## src/rtl/xmit_scheduler.sv

```systemverilog
// xmit_scheduler: round-robin scheduler sharing one out_FSM between four frame queues.
// Validates frame length, issues a control block under valid/ready, then enforces the inter-frame gap.
module xmit_scheduler #(
    parameter int LEN_W      = 12,
    parameter int MIN_LEN    = 64,
    parameter int MAX_LEN    = 1518,
    parameter int IFG_CYCLES = 24
) (
    input  logic               clk_phy,
    input  logic               rst_n,
    input  logic [3:0]         req,
    input  logic [4*LEN_W-1:0] len_in,
    output logic [23:0]        ctrl_block_out,
    output logic               ctrl_valid,
    input  logic               ctrl_ready,
    input  logic               frame_done,
    output logic [3:0]         grant,
    output logic [3:0]         reject,
    output logic               busy,
    output logic [7:0]         frame_seq,
    output logic [7:0]         reject_count
);
    localparam int GW = $clog2(IFG_CYCLES);

    typedef enum logic [1:0] {IDLE, ISSUE, XMIT, IFG} state_t;

    state_t           state, state_d;
    logic [1:0]       ptr, qid, sel, idx;
    logic [LEN_W-1:0] len_q, sel_len;
    logic [GW-1:0]    gap;
    logic             legal;

    // Walk downward so the queue closest after ptr is the last (winning) assignment.
    always_comb begin
        sel = ptr;
        idx = ptr;
        for (int k = 4; k >= 1; k--) begin
            idx = ptr + 2'(k);
            if (req[idx]) sel = idx;
        end
    end

    assign sel_len        = len_in[sel*LEN_W +: LEN_W];
    assign legal          = sel_len >= LEN_W'(MIN_LEN) && sel_len <= LEN_W'(MAX_LEN);
    assign ctrl_valid     = state == ISSUE;
    assign busy           = state != IDLE;
    assign ctrl_block_out = {qid, 2'b00, 12'(len_q), frame_seq};

    always_comb begin
        state_d = state;
        grant   = '0;
        reject  = '0;
        case (state)
            IDLE:
                if (|req) begin
                    if (legal) state_d = ISSUE;
                    else reject = 4'b0001 << sel;
                end
            ISSUE:
                if (ctrl_ready) begin
                    state_d = XMIT;
                    grant   = 4'b0001 << qid;
                end
            XMIT:    state_d = frame_done ? IFG : XMIT;
            default: state_d = gap == '0 ? IDLE : IFG;
        endcase
    end

    always_ff @(posedge clk_phy or negedge rst_n) begin
        if (!rst_n) begin
            state        <= IDLE;
            ptr          <= 2'd3;
            qid          <= '0;
            len_q        <= '0;
            gap          <= '0;
            frame_seq    <= '0;
            reject_count <= '0;
        end else begin
            state <= state_d;
            if (state == IDLE && |req) begin
                qid   <= sel;
                ptr   <= sel;
                len_q <= sel_len;
            end
            if (|reject && reject_count != 8'hff) reject_count <= reject_count + 8'd1;
            if (|grant) frame_seq <= frame_seq + 8'd1;
            if (state == XMIT) gap <= GW'(IFG_CYCLES - 1);
            else if (state == IFG) gap <= gap - 1'b1;
        end
    end
endmodule

```

## config.mk

```make
export PLATFORM = sky130hd
export DESIGN_NAME = xmit_scheduler
export DESIGN_NICKNAME = d
export VERILOG_FILES = /design/src/rtl/xmit_scheduler.sv
export SDC_FILE = /design/constraint.sdc
export NUM_CORES = 1
export LEC_CHECK = 0
export BUFFER_PORTS_ARGS = -buffer_cell sky130_fd_sc_hd__buf_4
export CAP_MARGIN = 40
export CORE_UTILIZATION = 47
export DETAILED_ROUTE_END_ITERATION = 10
export PLACE_DENSITY = 0.8
export RECOVER_POWER = 100
export SYNTH_ARGS = -nofsm -noshare
export SYNTH_HDL_FRONTEND = slang
export SYNTH_SLANG_ARGS = --single-unit
```

## constraint.sdc

```tcl
create_clock -name clk_phy -period 4.25 [get_ports clk_phy]
set_input_delay 0.85 -clock clk_phy [delete_from_list [all_inputs] [get_ports clk_phy]]
set_output_delay 0.85 -clock clk_phy [all_outputs]
set_load 0.02 [all_outputs]
```

==> flow_metrics.env <==
export IMPL_hold_path_class="reg -> reg"
export IMPL_place_congestion=0.759
export IMPL_grt_usage=0.220
export IMPL_slew_headroom=-0.371
export IMPL_postRouteAntennaNets=0
export IMPL_finalClockSkew_ps=5.16
export IMPL_initial_core_util=0.497
export IMPL_std_cell_rows=25
export IMPL_htree_levels=2
export IMPL_fp_coreArea_um2=4820
export IMPL_yosys_cell_types_count=48
export IMPL_p_clk_frac=0.159
export IMPL_synth_enable_flop_cells=0
export IMPL_drt_iter0_markers=82
export IMPL_cts_made_buffers=5
export IMPL_outcome="complete, but fails checks"
export IMPL_worstPathRequired_ps=3400
export IMPL_drive_above_1_share=0.358
export IMPL_grt_pass1_wl_mm=9.07
export IMPL_multiInputGateArea_um2=1350
export IMPL_fin_crit_ps=4220
export IMPL_syn_avg_cell_area_um2=10.3
export IMPL_synth_area_um2=2400
export IMPL_seqCellArea_um2=978
export IMPL_ir_worst_vdd_v=0.000326
export IMPL_fin_nets=411
export IMPL_seq_area_frac_synth=0.408
export IMPL_synthCells=233
export IMPL_io_pins=106
export IMPL_clock_fmax_ghz=0.237
export IMPL_synth_ff_type="dfrtp_1"
export IMPL_critPathArrivalTime_ps=3370
export IMPL_end_kind="output port"
export IMPL_drv_slew=40
export IMPL_critPathKind="in -> out"
export IMPL_worst_slew_pin_transition_ps=2060
export IMPL_first_global_vias=2022
export IMPL_ctsHoldBuffers=0
export IMPL_p_seq_frac=0.283
export IMPL_setup_tns_ps=0
export IMPL_overflow=0
export IMPL_tritoncts="yes"
export IMPL_drv_cap=1
export IMPL_switching_share=0.416
export IMPL_routed_via_density=5.27
export IMPL_via_count=2192
export IMPL_start_kind="primary input"
export IMPL_routed_wl_mm=5.87
export IMPL_worstPathMaxFanout=4
export IMPL_p_comb_frac=0.558
export IMPL_ys_ff_latch=39
export IMPL_min_period_over_period=0.992
export IMPL_clk_pin_slew_worst_paths_ps=80
export IMPL_setup_viol=0
export IMPL_holdWs_ps=479
export IMPL_clk_latency_ps=290
export IMPL_antenna_found_initial=0
export IMPL_rsz0062_at_grt="yes"
export IMPL_power_density_nw_per_um2=669
export IMPL_violations="max-capacitance violations, max-slew violations"
export IMPL_p_leak_nw=1.61
export IMPL_die_y_um=73.4
export IMPL_internal_power_mw=1.32
export IMPL_cts_root_buffer_cell="clkbuf_8"
export IMPL_finalHoldViolCount=0
export IMPL_ys_warnings_count=0
export IMPL_route_detailed_drc=0
export IMPL_grt_max_degree=40
export IMPL_die_w_um=73.4
export IMPL_fill_cells=420
export IMPL_dpl_hpwl_mm=4.48
export IMPL_reg2reg_slack_ps=820
export IMPL_syn_to_final_growth_pct=41.5
export IMPL_first_pass_iters=4
export IMPL_wl_per_cell_um=14.1
export IMPL_synth_async_reset_ratio=1.00
export IMPL_cts_buffer_depth=2
export IMPL_p_sw_uw=945
export IMPL_clock_sinks=39
export IMPL_dieArea_um2=5390
export IMPL_diodes=0
export IMPL_io_buffers=103
## cell usage after synthesis, drive strengths merged, types with 2 or more instances
library cell  number  area share
nand2             49       0.077
dfrtp             37        0.39
nor2              14       0.023
buf               13       0.044
mux4              10       0.094
inv                9       0.014
o21ai              9       0.020
xnor2              9       0.033
nand2b             8       0.027
ha                 7       0.037
xor2               7       0.026
mux2i              6       0.025
nor3               6       0.013
mux2               5       0.023
a21oi              4      0.0099
and3               4       0.010
clkbuf             3      0.0047
nand3              3      0.0063
nand4              3      0.0078
nor4               3       0.010
a211oi             2      0.0084
dfstp              2       0.022
nor4b              2      0.0073
or3                2      0.0052
or4                2      0.0063
## critical path, cell delays in order
cell and delay, ps:
buf_4 130, o21ai_0 150, o21ai_0 170, a211oi_2 340
buf_4 210, mux4_2 310, nand4bb_4 250, a2111oi_4 370
nor3b_2 110, nand2b_4 190, nor3_2 130, buf_4 160
## layout make-up
type                            instances  area share
Tap cell                               67      0.0247
Multi-Input combinational cell        169       0.398
Sequential cell                        39       0.289
Inverter                               10      0.0111
Timing Repair Buffer                  123       0.239
Clock buffer                            6      0.0214
Clock inverter                          2      0.0177
## path summary, 6_finish.rpt
path,start,cells after the start,to
worst max-delay path,req[1],12,reject[2]
worst min-delay path,len_q[6]$_DFFE_PN0P_,2,len_q[6]$_DFFE_PN0P_
worst max register to register,ptr[1]$_DFFE_PN1P_,12,reject_count[1]$_DFFE_PN0P_
worst min register to register,len_q[6]$_DFFE_PN0P_,2,len_q[6]$_DFFE_PN0P_
max in group asynchronous,rst_n,1,frame_seq[6]$_DFFE_PN0P_
min in group asynchronous,rst_n,1,state[0]$_DFFE_PN0P_
## power groups by stage
stage	clock, mW	sequential (mW)	combinational (mW)
4_1_cts	0.365	0.643	1.32
2_1_floorplan	0	0.743	0.690
6_report	0.361	0.642	1.27
5_1_grt	0.378	0.664	1.38
3_3_place_gp	0	0.644	1.23
3_5_place_dp	0	0.649	1.26
## metal layers
metal	global-route usage	routed length (µm)
met1	0.263	2260
met2	0.395	2990
met3	0.0425	490
met4	0.0769	129
met5	0	0
## flip-flops by register name, indices dropped and copies added, names as in the netlist
| name | flops |
|---|---|
| len_q | 12 |
| frame_seq | 8 |
| reject_count | 8 |
| gap | 5 |
| ptr | 2 |
| qid | 2 |
| state | 2 |
## what timing repair did
| action | CTS | global route |
|---|---|---|
| pin swaps | 4 | 2 |
| setup buffers | 3 | 2 |
| endpoints found under the setup margin | 4 | 4 |
| gates resized for setup | 5 | 10 |
## cells by family after synthesis
family	after synthesis	synth area share
adder cells (fa/ha/maj)	7	0.0366
AO/OA/AOI/OAI	21	0.0721
other	1	0.00157
buffers and inverters	26	0.0642
AND/OR/NAND/NOR	102	0.216
multiplexers	21	0.143
flip-flops	39	0.408
XOR/XNOR	16	0.0585
## metrics by stage
step | setup slack (ps) | cells | instance area, µm² | total power [mW] | utilization
2_1_floorplan | -87.1 | 234 | 2400 | 1.43 | -
3_3_place_gp | -45.4 | 403 | 3280 | 1.87 | 0.680
3_5_place_dp | -174 | 403 | 3280 | 1.91 | 0.680
4_1_cts | -2.97 | 414 | 3470 | 2.33 | 0.721
5_1_grt | -78.2 | 416 | 3390 | 2.42 | 0.704
6_report | 32.7 | 416 | 3390 | 2.27 | 0.704
## layout by cell type, fill, tap and decap left out, types with 3 or more instances in the layout
cell type / n
o21ai_0: 3
and3_1: 4
nand2b_4: 3
mux2i_1: 6
o21ai_1: 4
nand3_1: 3
dfrtp_1: 37
nand2_1: 49
a21oi_1: 3
mux2_1: 3
buf_4: 80
nor2_1: 13
xnor2_1: 9
ha_1: 7
xor2_1: 7
mux4_2: 10
nor3_2: 3
clkbuf_8: 5
nand4_1: 3
inv_1: 9
nand2b_1: 5
clkbuf_1: 40
Note: power is estimated with default switching activity, not from simulation.
